$ cat src/rtl/serial_thermometer_transmitter.sv
// serial_thermometer_transmitter
// Turns a binary count into a fixed-length serial thermometer frame.
// Each frame is SERIAL_INPUT_LENGTH bits long, ones first and then zeros,
// one bit per clock. A new frame can be loaded on the last bit of the
// current one, so consecutive frames run with no idle bubble.
// Optional macro SERIAL_THERM_OVF_FLAG_EN adds the `ovf` output, which
// flags frames whose requested count was clamped to SERIAL_INPUT_LENGTH.
module serial_thermometer_transmitter #(
   parameter  int SERIAL_INPUT_LENGTH = 6,
   localparam int CW = $clog2(SERIAL_INPUT_LENGTH) + 1
) (
   input  logic          clk,
   input  logic          rst,
   input  logic          start,
   input  logic [CW-1:0] parallel_in,
   output logic          ready,
   output logic          serial_out,
   output logic          serial_valid,
   output logic          serial_last,
`ifdef SERIAL_THERM_OVF_FLAG_EN
   output logic          ovf,
`endif
   output logic          done
);

   localparam logic [CW-1:0] LP_N    = CW'(SERIAL_INPUT_LENGTH);
   localparam logic [CW-1:0] LP_LAST = CW'(SERIAL_INPUT_LENGTH - 1);

   typedef enum logic {S_IDLE = 1'b0, S_SHIFT = 1'b1} state_t;

   state_t        r_state;
   state_t        w_next_state;
   logic [CW-1:0] r_idx;
   logic [CW-1:0] r_cnt;
   logic [CW-1:0] w_idx_next;
   logic [CW-1:0] w_cnt_next;
   logic [CW-1:0] w_cnt_clamped;
   logic          w_last_bit;
   logic          w_load;
   logic          w_over;
   logic          w_out_next;
   logic          w_valid_next;
   logic          w_lastflag_next;

   // The final bit of a frame doubles as the load window for the next frame.
   assign w_last_bit    = (r_state == S_SHIFT) && (r_idx == LP_LAST);
   assign ready         = (r_state == S_IDLE) || w_last_bit;
   assign w_load        = start && ready;
   assign w_over        = (parallel_in > LP_N);
   assign w_cnt_clamped = w_over ? LP_N : parallel_in;

   // State register plus the index/count datapath and registered outputs.
   always_ff @(posedge clk or posedge rst) begin
      if (rst) begin
         r_state      <= S_IDLE;
         r_idx        <= '0;
         r_cnt        <= '0;
         serial_out   <= 1'b0;
         serial_valid <= 1'b0;
         serial_last  <= 1'b0;
         done         <= 1'b0;
      end else begin
         r_state      <= w_next_state;
         r_idx        <= w_idx_next;
         r_cnt        <= w_cnt_next;
         serial_out   <= w_out_next;
         serial_valid <= w_valid_next;
         serial_last  <= w_lastflag_next;
         done         <= w_lastflag_next;
      end
   end

   // Next-state: start is only honoured in IDLE or on the final frame bit.
   always_comb begin
      w_next_state = r_state;
      case (r_state)
         S_IDLE:  if (start) w_next_state = S_SHIFT;
         S_SHIFT: if (r_idx == LP_LAST) w_next_state = start ? S_SHIFT : S_IDLE;
         default: w_next_state = S_IDLE;
      endcase
   end

   // Next index/count and the values the output registers take at this edge.
   always_comb begin
      w_idx_next      = r_idx;
      w_cnt_next      = r_cnt;
      w_out_next      = 1'b0;
      w_valid_next    = 1'b0;
      w_lastflag_next = 1'b0;
      if (w_load) begin
         w_idx_next = '0;
         w_cnt_next = w_cnt_clamped;
      end else if (r_state == S_SHIFT) begin
         // Leaving the last bit without a reload parks the index at zero.
         w_idx_next = (r_idx == LP_LAST) ? '0 : r_idx + CW'(1);
      end
      if (w_next_state == S_SHIFT) begin
         w_valid_next    = 1'b1;
         w_out_next      = (w_idx_next < w_cnt_next);
         w_lastflag_next = (w_idx_next == LP_LAST);
      end
   end

`ifdef SERIAL_THERM_OVF_FLAG_EN
   logic r_ovf;
   logic w_ovf_next;

   // Overflow flag follows the frame it was loaded with; cleared when idle.
   always_comb begin
      w_ovf_next = 1'b0;
      if (w_load)                          w_ovf_next = w_over;
      else if (w_next_state == S_SHIFT)    w_ovf_next = r_ovf;
   end

   // Overflow flag register.
   always_ff @(posedge clk or posedge rst) begin
      if (rst) r_ovf <= 1'b0;
      else     r_ovf <= w_ovf_next;
   end

   assign ovf = r_ovf;
`endif

endmodule

$ cat config.mk
export PLATFORM = sky130hd
export DESIGN_NAME = serial_thermometer_transmitter
export DESIGN_NICKNAME = d
export VERILOG_FILES = /design/src/rtl/serial_thermometer_transmitter.sv
export SDC_FILE = /design/constraint.sdc
export NUM_CORES = 1
export LEC_CHECK = 0
export ABC_AREA = 0
export ABC_CLOCK_PERIOD_IN_PS = 2300
export BUFFER_PORTS_ARGS = -buffer_cell sky130_fd_sc_hd__buf_2
export CAP_MARGIN = 20
export CORE_MARGIN = 4
export CORE_UTILIZATION = 40
export CTS_BUF_LIST = sky130_fd_sc_hd__clkbuf_16
export CTS_CLUSTER_DIAMETER = 200
export CTS_CLUSTER_SIZE = 10
export DETAILED_ROUTE_END_ITERATION = 16
export SKIP_CTS_REPAIR_TIMING = 1
export SLEW_MARGIN = 20
export SYNTH_ARGS = -nofsm -noshare
export SYNTH_HDL_FRONTEND = slang
export SYNTH_SLANG_ARGS = --single-unit
$ cat constraint.sdc
create_clock -name clk -period 2.3 [get_ports clk]
set_clock_uncertainty 0.15 [all_clocks]
set_input_delay 0.46 -clock clk [delete_from_list [all_inputs] [get_ports clk]]
set_output_delay 0.46 -clock clk [all_outputs]
set_load 0.05 [all_outputs]
### Word level (Yosys, flattened, before mapping)

Cells that the tools add are included.

* register bits: 12
* bits in latches: 0
* RAM bits: 0
* memory bits (read-only): 0
* input port bits: 7
* output and inout port bits: 5
* memories kept: 0

* add/subtract/negate cells: 1
* $mul: 0
* div/mod/pow operators: 0
* magnitude comparators: 2
* equal/unequal tests: 2
* shifts and indexed selects: 0
* mux-type cells: 11
* bitwise gates (word level): 1
* reductions and logical operators: 3

Operators by type and width (count)
* $mux 4: 5
* $eq 4x3->1 const B: 2
* $mux 1: 5
* $add 4x1->4 const B: 1
* $gt 4x3->1 const B: 1
* $lt 4x4->1: 1
* $logic_and 1x1->1: 2
* $pmux 1 s2: 1
* $logic_or 1x1->1: 1
* $not 1->1: 1

### Logic depth before layout (Yosys ltp)

Gate-level depths: netlist of run 1.

* depth after elaboration: 7
* gate-level depth with buffers: 9
* gate-level depth less buffers: 8

### Worst setup path before layout of run 1

Ideal clock, no wire load.

* path kind: register to register
* start point: reg r_state
* end point: reg serial_out
* data arrival time: 2.118 ns
* data required time: 2.075 ns
* path slack: -0.043 ns
* stages on the path, launching flop included: 9
* buffers on the path: 2
* path through: dfrtp_1 > buf_2 > a21bo_1 > buf_6 > nand2_1 > ha_1 > a21o_1 > or4_1 > o21bai_2

* word-level cells in the longest chain between the ends: 6
* elaborated cells on any way between the ends: 10

Ends and longest elaborated chain
* start, declared: line 31 `state_t r_state;`
* start signal, assigned: line 63 `r_state <= w_next_state;`
* $logic_and 1x1->1 / $not 1->1 (equally long branches)
* $logic_or 1x1->1: line 47 `assign ready = (r_state == S_IDLE) || w_last_bit;`
* $logic_and 1x1->1: line 48 `assign w_load = start && ready;`
* $mux 4: line 90 `if (w_load) begin`
* $lt 4x4->1: line 99 `w_out_next = (w_idx_next < w_cnt_next);`
* $mux 1 (*): line 97 `if (w_next_state == S_SHIFT) begin`
* named net w_out_next: line 41 `logic w_out_next;`
* end signal, assigned: line 66 `serial_out <= w_out_next;`
* end, declared: line 17 `output logic serial_out,`

The timed path passes the listed nets; every way through them passes the cells marked *.

### Worst setup path in the final report of run 1

* start point: reg r_idx[3]
* end point: reg serial_out

* word-level cells in the longest chain between the ends: 7
* elaborated cells on any way between the ends: 13

Ends and longest elaborated chain
* start, declared: line 33 `logic [CW-1:0] r_idx;`
* start signal, assigned: line 64 `r_idx <= w_idx_next;`
* parallel branches: the longest is 6 deep, another holds $add 4x1->4
* $mux 1 (*): line 97
* named net w_out_next: line 41

Mark *: on every way through the listed nets, which the timed path passes.

==> results.py, run 1 <==
metrics = {
    "timing": {
        "fmax_mhz": 449,
        "whs_ns": 0.0506,
        "max_slew_margin": 0.737,
        "slew_violations": 0,
        "report.final.setup_viol": 0,
        "fin_crit_sh": 0.969,
        "fin_tns_setup_ns": 0,
        "worst_pin_slew_ns": 0.395,
        "period_needed_ns": 2.23,
        "hold_violations": 0,
        "rsz0062_at_grt": "no",
    },
    "clock_network": {
        "clk_latency_ns": 0.23,
        "cts_made_buffers": 3,
        "clk_pin_slew_ns": 0.04,
        "cts_buffer_depth": 2,
        "cts_max_level": 1,
        "cts_tree": "yes",
        "ctsRootBufferMaster": "clkbuf_16",
        "clock-sinks": 11,
    },
    "floorplan": {
        "die_w_um": 46.8,
        "die_y_um": 46.8,
        "rows": 13,
        "die-area_um2": 2190,
        "start_util": 0.441,
        "ioPinCount": 12,
        "coreArea_um2": 1370,
    },
    "worst_setup_path": {
        "criticalPathCategory": "reg -> reg",
        "start_kind": "flop",
        "crit_fanout": 8,
        "critical_path_arrival_ns": 2.24,
        "endpoint_kind": "flop",
        "crit_required_ns": 2.31,
    },
    "drt": {
        "drt_iter0_markers": 10,
        "drc": 0,
        "ant_nets": 0,
        "wl_per_cell_um": 11.3,
        "finalWirelength_mm": 1.06,
        "viasPerCell": 5.12,
        "num_vias": 481,
        "first_pass_iters": 4,
    },
    "placement": {
        "placed_area_um2": 692,
        "portBuffers": 11,
        "gp_congestion": 0.743,
        "dpl.hpwl_um": 843,
    },
    "global_route": {
        "grt_pass1_vias": 414,
        "antenna_found_initial": 0,
        "grt_pass1_wl_mm": 1.77,
        "grt_max_degree": 12,
        "grt.total_usage": 0.121,
        "grt_remaining_overflow": 0,
    },
    "yosys": {
        "synth-seq-cells": 11,
        "synth_nets": 71,
        "ys_types": 27,
        "avgSynthCellArea_um2": 9.89,
        "syn_inst": 61,
        "synthesis.area_um2": 603,
        "synth_warnings": 0,
        "yosysSeqAreaShare": 0.456,
    },
    "pwr": {
        "ir_worst_vdd_uv": 840,
        "p_per_area_nw_per_um2": 1550,
        "total_power_mw": 1.21,
        "p_leak_nw": 0.412,
    },
    "finish": {
        "antenna_cells": 0,
        "final_util": 0.574,
        "area_growth_pct": 30.1,
        "nNetsFinal": 90,
        "drive_gt1_frac": 0.329,
        "final_common_cell": "buf_2",
        "mostFrequentLayoutCells": "11 x buf_2, 10 x dfrtp_1, 7 x nand2_1, 7 x inv_1, 6 x buf_4",
        "final_area_um2": 785,
    },
    "worst_hold_path": {
        "min_path_type": "in -> async",
    },
    "status": {
        "status": "finished, final reports clean",
    },
    "run": {
        "cap_violations": 0,
    },
}
[metal layers]
metal	part of all wire	vias up	track usage
li1	-	245	-
met1	0.48	226	0.154
met2	0.45	10	0.160
met3	0.071	0	0.0881
met4	0	0	0.0387
met5	0	-	0
[worst max-delay path, cell delays in order, from the launching register on]
cell and delay (ns):
dfrtp_1 0.36, nand4bb_2 0.26, a21bo_4 0.26, o21a_1 0.19
ha_1 0.26, or2_2 0.27, a311oi_1 0.26, o21bai_2 0.15
[area by class of cell]
cell class / count / area, um^2
clock buffers: 3 / 75.1
repair buffers: 17 / 100
well taps: 15 / 18.8
inverters: 6 / 22.5
flip-flops and latches: 11 / 277
multi-input cells: 41 / 288
fillers: 126 / 582
clock inverters: 1 / 3.75
[registers in the layout, indices dropped and copies added, names as in the netlist]
name        flops
r_state         1
serial_out      1
r_cnt           4
r_idx           4
done            1
[stage by stage]
stage / setup slack [ns] / std cells
6_report: 0.0707 / 94
5_1_grt: 0.000416 / 94
4_1_cts: 0.0148 / 93
3_5_place_dp: 0.0252 / 89
3_3_place_gp: 0.0576 / 89
2_1_floorplan: 0.0441 / 61
[worst paths after layout]
kind / slack [ns] / start / to / cells past startpoint
max: 0.07 / r_idx[3] / serial_out / 7
min: 0.05 / rst / serial_out / 2
max reg2reg: 0.07 / r_idx[3] / serial_out / 7
min reg2reg: 0.32 / r_cnt[3] / r_cnt[3] / 2
max in group asynchronous: 1.65 / rst / r_state / 2
min in group clk: 0.32 / r_cnt[3] / r_cnt[3] / 2
[logic make-up after synthesis]
kind of cell | share of synthesized area
buffers and inverters | 0.0768
AOI/OAI and AO/OA | 0.168
xor gates and xnor gates | 0.0145
muxes | 0.0249
DFF | 0.456
adders and majority gates | 0.0622
and+or+nand+nor | 0.197
[power by group]
group          internal (mW)  switching (mW)
Sequential             0.274          0.0469
Combinational          0.271           0.319
Clock                  0.227          0.0759
Total                  0.772           0.442
[synth_stat cells]
cell type / number / area [um^2]
o22ai_1: 1 / 6.26
dfrtp_1: 11 / 275
xor2_1: 1 / 8.76
nand3b_1: 1 / 7.51
nand2b_1: 2 / 12.5
inv_1: 6 / 22.5
nor2_1: 3 / 11.3
or4_1: 1 / 7.51
a21oi_1: 2 / 10.0
nand4b_1: 1 / 8.76
o21ai_0: 5 / 25.0
or2_2: 1 / 6.26
mux2_4: 1 / 15.0
nand3_1: 2 / 10.0
a311oi_1: 1 / 8.76
a21bo_1: 1 / 10.0
buf_4: 1 / 7.51
nand2_1: 7 / 26.3
nor2b_1: 1 / 6.26
buf_6: 1 / 11.3
o21bai_2: 1 / 11.3
nor4_1: 1 / 6.26
ha_1: 3 / 37.5
buf_2: 1 / 5.00
a21o_1: 2 / 15.0
nand4bb_2: 1 / 16.3
o21a_1: 2 / 15.0
Power figures use the tool's default switching activity.
==> run 2, diff against run 1 <==
- CORE_ASPECT_RATIO: not set -> 1.1
- CORE_MARGIN: 4 -> not set
==> run 2 against run 1 <==
Compared with the run above:
- flip-flop and latch count unchanged
- combinational power is 2% higher
- worst setup slack improved by 0.0029 ns
- power up 1.9%
- cell area did not move
- first-iteration DRC count shrank 40%
- final cell count unchanged
- critical endpoint unchanged
- via count down 0.21%
- sequential power about the same
- largest cell class unchanged
==> results.py, run 2 (synthesis gave the netlist of run 1 again) <==
metrics = {
    "placement": {
        "place_inst": 90,
        "placed_area_um2": 693,
        "place_ws_ns": 0.0539,
        "gp_congestion": 0.809,
        "portBuffers": 11,
        "dpl.hpwl_um": 860,
    },
    "pwr": {
        "total_power_mw": 1.24,
        "p_switching_uw": 461,
        "pwr-share-comb": 0.488,
        "p_clk_frac": 0.251,
        "ir_worst_vdd_uv": 735,
        "switching_share": 0.373,
        "p_leak_nw": 0.409,
        "power_frac_seq": 0.261,
        "p_per_area_nw_per_um2": 1580,
        "p_int_uw": 775,
    },
    "finish": {
        "drive_gt1_frac": 0.333,
        "fin_cells": 94,
        "reg_top3": "r_cnt x4, r_idx x4",
        "final_common_cell": "buf_2",
        "antenna_cells": 0,
        "final_area_um2": 785,
        "filler_cell_count": 122,
        "final_util": 0.567,
        "nNetsFinal": 89,
        "multi_input_area_um2": 294,
        "mostFrequentLayoutCells": "11 x buf_2, 10 x dfrtp_1, 7 x nand2_1, 7 x inv_1",
        "area_growth_pct": 30.1,
        "regArea_um2": 277,
    },
    "floorplan": {
        "die_y_um": 42.7,
        "rows": 14,
        "ioPinCount": 12,
        "start_util": 0.436,
        "coreArea_um2": 1380,
        "die_w_um": 39.0,
        "die-area_um2": 1670,
    },
    "drt": {
        "finalWirelength_mm": 1.15,
        "drc": 0,
        "drt_iter0_markers": 6,
        "viasPerCell": 5.11,
        "wl_per_cell_um": 12.2,
        "ant_nets": 0,
        "num_vias": 480,
        "first_pass_iters": 3,
    },
    "worst_hold_path": {
        "min_path_type": "in -> async",
    },
    "clock_network": {
        "cts_buffer_depth": 2,
        "cts_max_level": 1,
        "cts_made_buffers": 3,
        "ctsRootBufferMaster": "clkbuf_16",
        "clk_pin_slew_ns": 0.04,
        "cts_tree": "yes",
        "clk_latency_ns": 0.24,
        "clock-sinks": 11,
    },
    "global_route": {
        "grt_pass1_vias": 461,
        "grt_remaining_overflow": 0,
        "grt_pass1_wl_mm": 2.01,
        "grt_max_degree": 12,
        "antenna_found_initial": 0,
        "grt.total_usage": 0.184,
    },
    "timing": {
        "fmax_mhz": 449,
        "fin_crit_sh": 0.968,
        "slew_violations": 0,
        "report.final.setup_viol": 0,
        "hold_violations": 0,
        "max_slew_margin": 0.719,
        "period_needed_ns": 2.23,
        "fin_ws_ns": 0.0736,
        "worst_pin_slew_ns": 0.421,
    },
    "status": {
        "status": "finished, final reports clean",
    },
    "worst_setup_path": {
        "start_kind": "flop",
        "critical_path_arrival_ns": 2.24,
        "crit_required_ns": 2.31,
        "crit_fanout": 8,
        "endpoint_kind": "flop",
        "criticalPathCategory": "reg -> reg",
    },
    "run": {
        "cap_violations": 0,
    },
}
==> run 2: critical path: stages, from the launching register on <==
cell       delay [ns]
dfrtp_1          0.37
nand4bb_2        0.27
a21bo_4          0.27
o21a_1           0.19
ha_1             0.25
or2_2            0.27
a311oi_1         0.24
o21bai_2         0.14
==> run 2: layout make-up <==
| class | count | share of cell area |
|---|---|---|
| Clock inverter | 1 | 0.00478 |
| Clock buffer | 3 | 0.0957 |
| Timing Repair Buffer | 16 | 0.118 |
| Inverter | 6 | 0.0287 |
| Multi-Input combinational cell | 41 | 0.375 |
| Tap cell | 16 | 0.0255 |
| Sequential cell | 11 | 0.352 |
==> run 2: worst paths after layout <==
path	cells past startpoint	slack, ns	end	start
min reg2reg	2	0.32	r_cnt[3]	r_cnt[3]
max in group asynchronous	2	1.62	r_state	rst
max	7	0.07	serial_out	r_idx[3]
min in group clk	2	0.32	r_cnt[3]	r_cnt[3]
max reg2reg	7	0.07	serial_out	r_idx[3]
min	2	0.06	r_idx[0]	rst
==> run 2: per-layer routing <==
metal  part of all wire  track usage  vias to the layer above
met4              0.012        0.103                        0
met5                  0            0                        -
li1                   -            -                      242
met1               0.49        0.252                      228
met3              0.041       0.0785                        2
met2               0.46        0.240                        8
==> run 2: stage by stage <==
step           TNS (ns)  hold WS [ns]
2_1_floorplan         0         0.162
3_3_place_gp          0         0.316
3_5_place_dp          0         0.318
4_1_cts               0        0.0699
5_1_grt        -0.00745         0.105
6_report              0        0.0591
==> run 2: power groups by stage <==
stage	clock network [mW]	logic (mW)	registers, mW
finish	0.311	0.603	0.322
floorplan	0	0.381	0.385
global placement	0	0.579	0.323
global route	0.332	0.676	0.328
CTS	0.321	0.590	0.322
detailed placement	0	0.585	0.324
==> run 3, diff against run 2 <==
- CTS_BUF_LIST: sky130_fd_sc_hd__clkbuf_16 -> not set
==> run 3 against run 2 <==
Compared with the run above:
- global-route usage is 0.63 points lower
- register-to-register slack hardly changed
- sequential power hardly changed
- first-iteration DRC count is 33% higher
- cell area is 6.7% lower
- critical path type unchanged
- largest power group unchanged
==> results.py, run 3 (synthesis gave the netlist of run 1 again) <==
metrics = {
    "floorplan": {
        "die_w_um": 39.0,
        "die-area_um2": 1670,
        "ioPinCount": 12,
        "start_util": 0.436,
        "die_y_um": 42.7,
        "rows": 14,
        "coreArea_um2": 1380,
    },
    "clock_network": {
        "cts_buffer_depth": 2,
        "ctsRootBufferMaster": "clkbuf_4",
        "clk_latency_ns": 0.27,
        "cts_max_level": 1,
        "clock-sinks": 11,
        "cts_tree": "yes",
        "clk_pin_slew_ns": 0.07,
        "cts_made_buffers": 3,
    },
    "finish": {
        "drive_gt1_frac": 0.333,
        "mostFrequentLayoutCells": "11 x buf_2, 10 x dfrtp_1, 7 x nand2_1, 6 x inv_1",
        "antenna_cells": 0,
        "reg_top3": "r_cnt x4, r_idx x4",
        "area_growth_pct": 21.4,
        "final_util": 0.529,
        "final_common_cell": "buf_2",
        "fin_cells": 94,
        "nNetsFinal": 89,
    },
    "worst_setup_path": {
        "endpoint_kind": "flop",
        "start_kind": "flop",
        "r2r_cells": 8,
        "r2r_end": "serial_out",
        "crit_required_ns": 2.35,
        "crit_start": "r_idx[1]",
        "cp_slowest_stage_delay_ns": 0.42,
        "crit_fanout": 6,
        "cp_slowest_cell": "or4_1",
        "path_cells": "buf_4 > nand3_1 > xor2_1 > o22ai_2 > ha_1 > a21o_1 > or4_1 > o21bai_2",
        "critical_path_arrival_ns": 2.28,
        "rrSetupSlack_ns": 0.08,
        "r2r-start": "r_idx[1]",
        "criticalPathCategory": "reg -> reg",
    },
    "drt": {
        "wl_per_cell_um": 12.6,
        "drc": 0,
        "viasPerCell": 5.20,
        "first_pass_iters": 4,
        "finalWirelength_mm": 1.19,
        "ant_nets": 0,
        "num_vias": 489,
        "drt_iter0_markers": 8,
    },
    "global_route": {
        "grt_max_degree": 12,
        "grt.total_usage": 0.178,
        "antenna_found_initial": 0,
        "grt_pass1_wl_mm": 1.96,
        "grt_remaining_overflow": 0,
        "grt_pass1_vias": 452,
    },
    "status": {
        "status": "finished, final reports clean",
    },
    "placement": {
        "place_inst": 90,
        "gp_congestion": 0.809,
        "portBuffers": 11,
        "dpl.hpwl_um": 860,
    },
    "worst_hold_path": {
        "min_path_type": "in -> async",
    },
    "pwr": {
        "ir_worst_vdd_uv": 591,
        "p_per_area_nw_per_um2": 1450,
        "p_leak_nw": 0.381,
    },
    "timing": {
        "hold_violations": 0,
        "period_needed_ns": 2.22,
        "max_slew_margin": 0.730,
        "worst_pin_slew_ns": 0.405,
        "slew_violations": 0,
        "fmax_mhz": 450,
        "whs_ns": 0.00880,
        "fin_crit_sh": 0.967,
        "report.final.setup_viol": 0,
    },
    "run": {
        "cap_violations": 0,
    },
}
==> run 3: layout make-up <==
cell class / count / area [um^2]
Fill cell: 130 / 652
Multi-Input combinational cell: 41 / 294
Sequential cell: 11 / 277
Timing Repair Buffer: 16 / 92.6
Clock buffer: 4 / 26.3
Inverter: 6 / 22.5
Tap cell: 16 / 20.0
==> run 3: metal layers <==
layer	routed length, um	part of all wire	GRT usage
met5	0	0	0
met4	13	0.011	0.0828
met3	57	0.048	0.0785
met2	566	0.48	0.227
met1	548	0.46	0.255
==> run 3: how the worst max path moves through the flow <==
stage                 endpoint  slack (ns)
global placement    serial_out        0.05
floorplan           serial_out        0.04
finish              serial_out        0.08
detailed placement  serial_out        0.05
CTS                 serial_out        0.03
global route        serial_out       -0.04
==> run 3: per-stage QoR <==
step	cell area [um^2]	worst slack [ns]	setup TNS (ns)	total power, mW
3_3_place_gp	693	0.0527	0	0.902
2_1_floorplan	604	0.0441	0	0.766
6_report	732	0.0761	0	1.06
3_5_place_dp	693	0.0539	0	0.909
4_1_cts	719	0.0334	0	1.05
5_1_grt	732	-0.0352	-0.0352	1.16
==> run 3: critical path, delay by kind of cell (launching register included) <==
kind            cells  cell delay [ns]
xor+xnor            1             0.22
compound gates      3             0.45
simple gates        2             0.49
fa+ha+maj           1             0.32
buf+inv             1             0.15
flops               1             0.38
==> run 3: power by group <==
part	switching, mW	internal [mW]	leakage, nW
combinational	0.333	0.273	0.232
sequential	0.0491	0.273	0.134
clock	0.0670	0.0673	0.0150
total	0.449	0.613	0.381
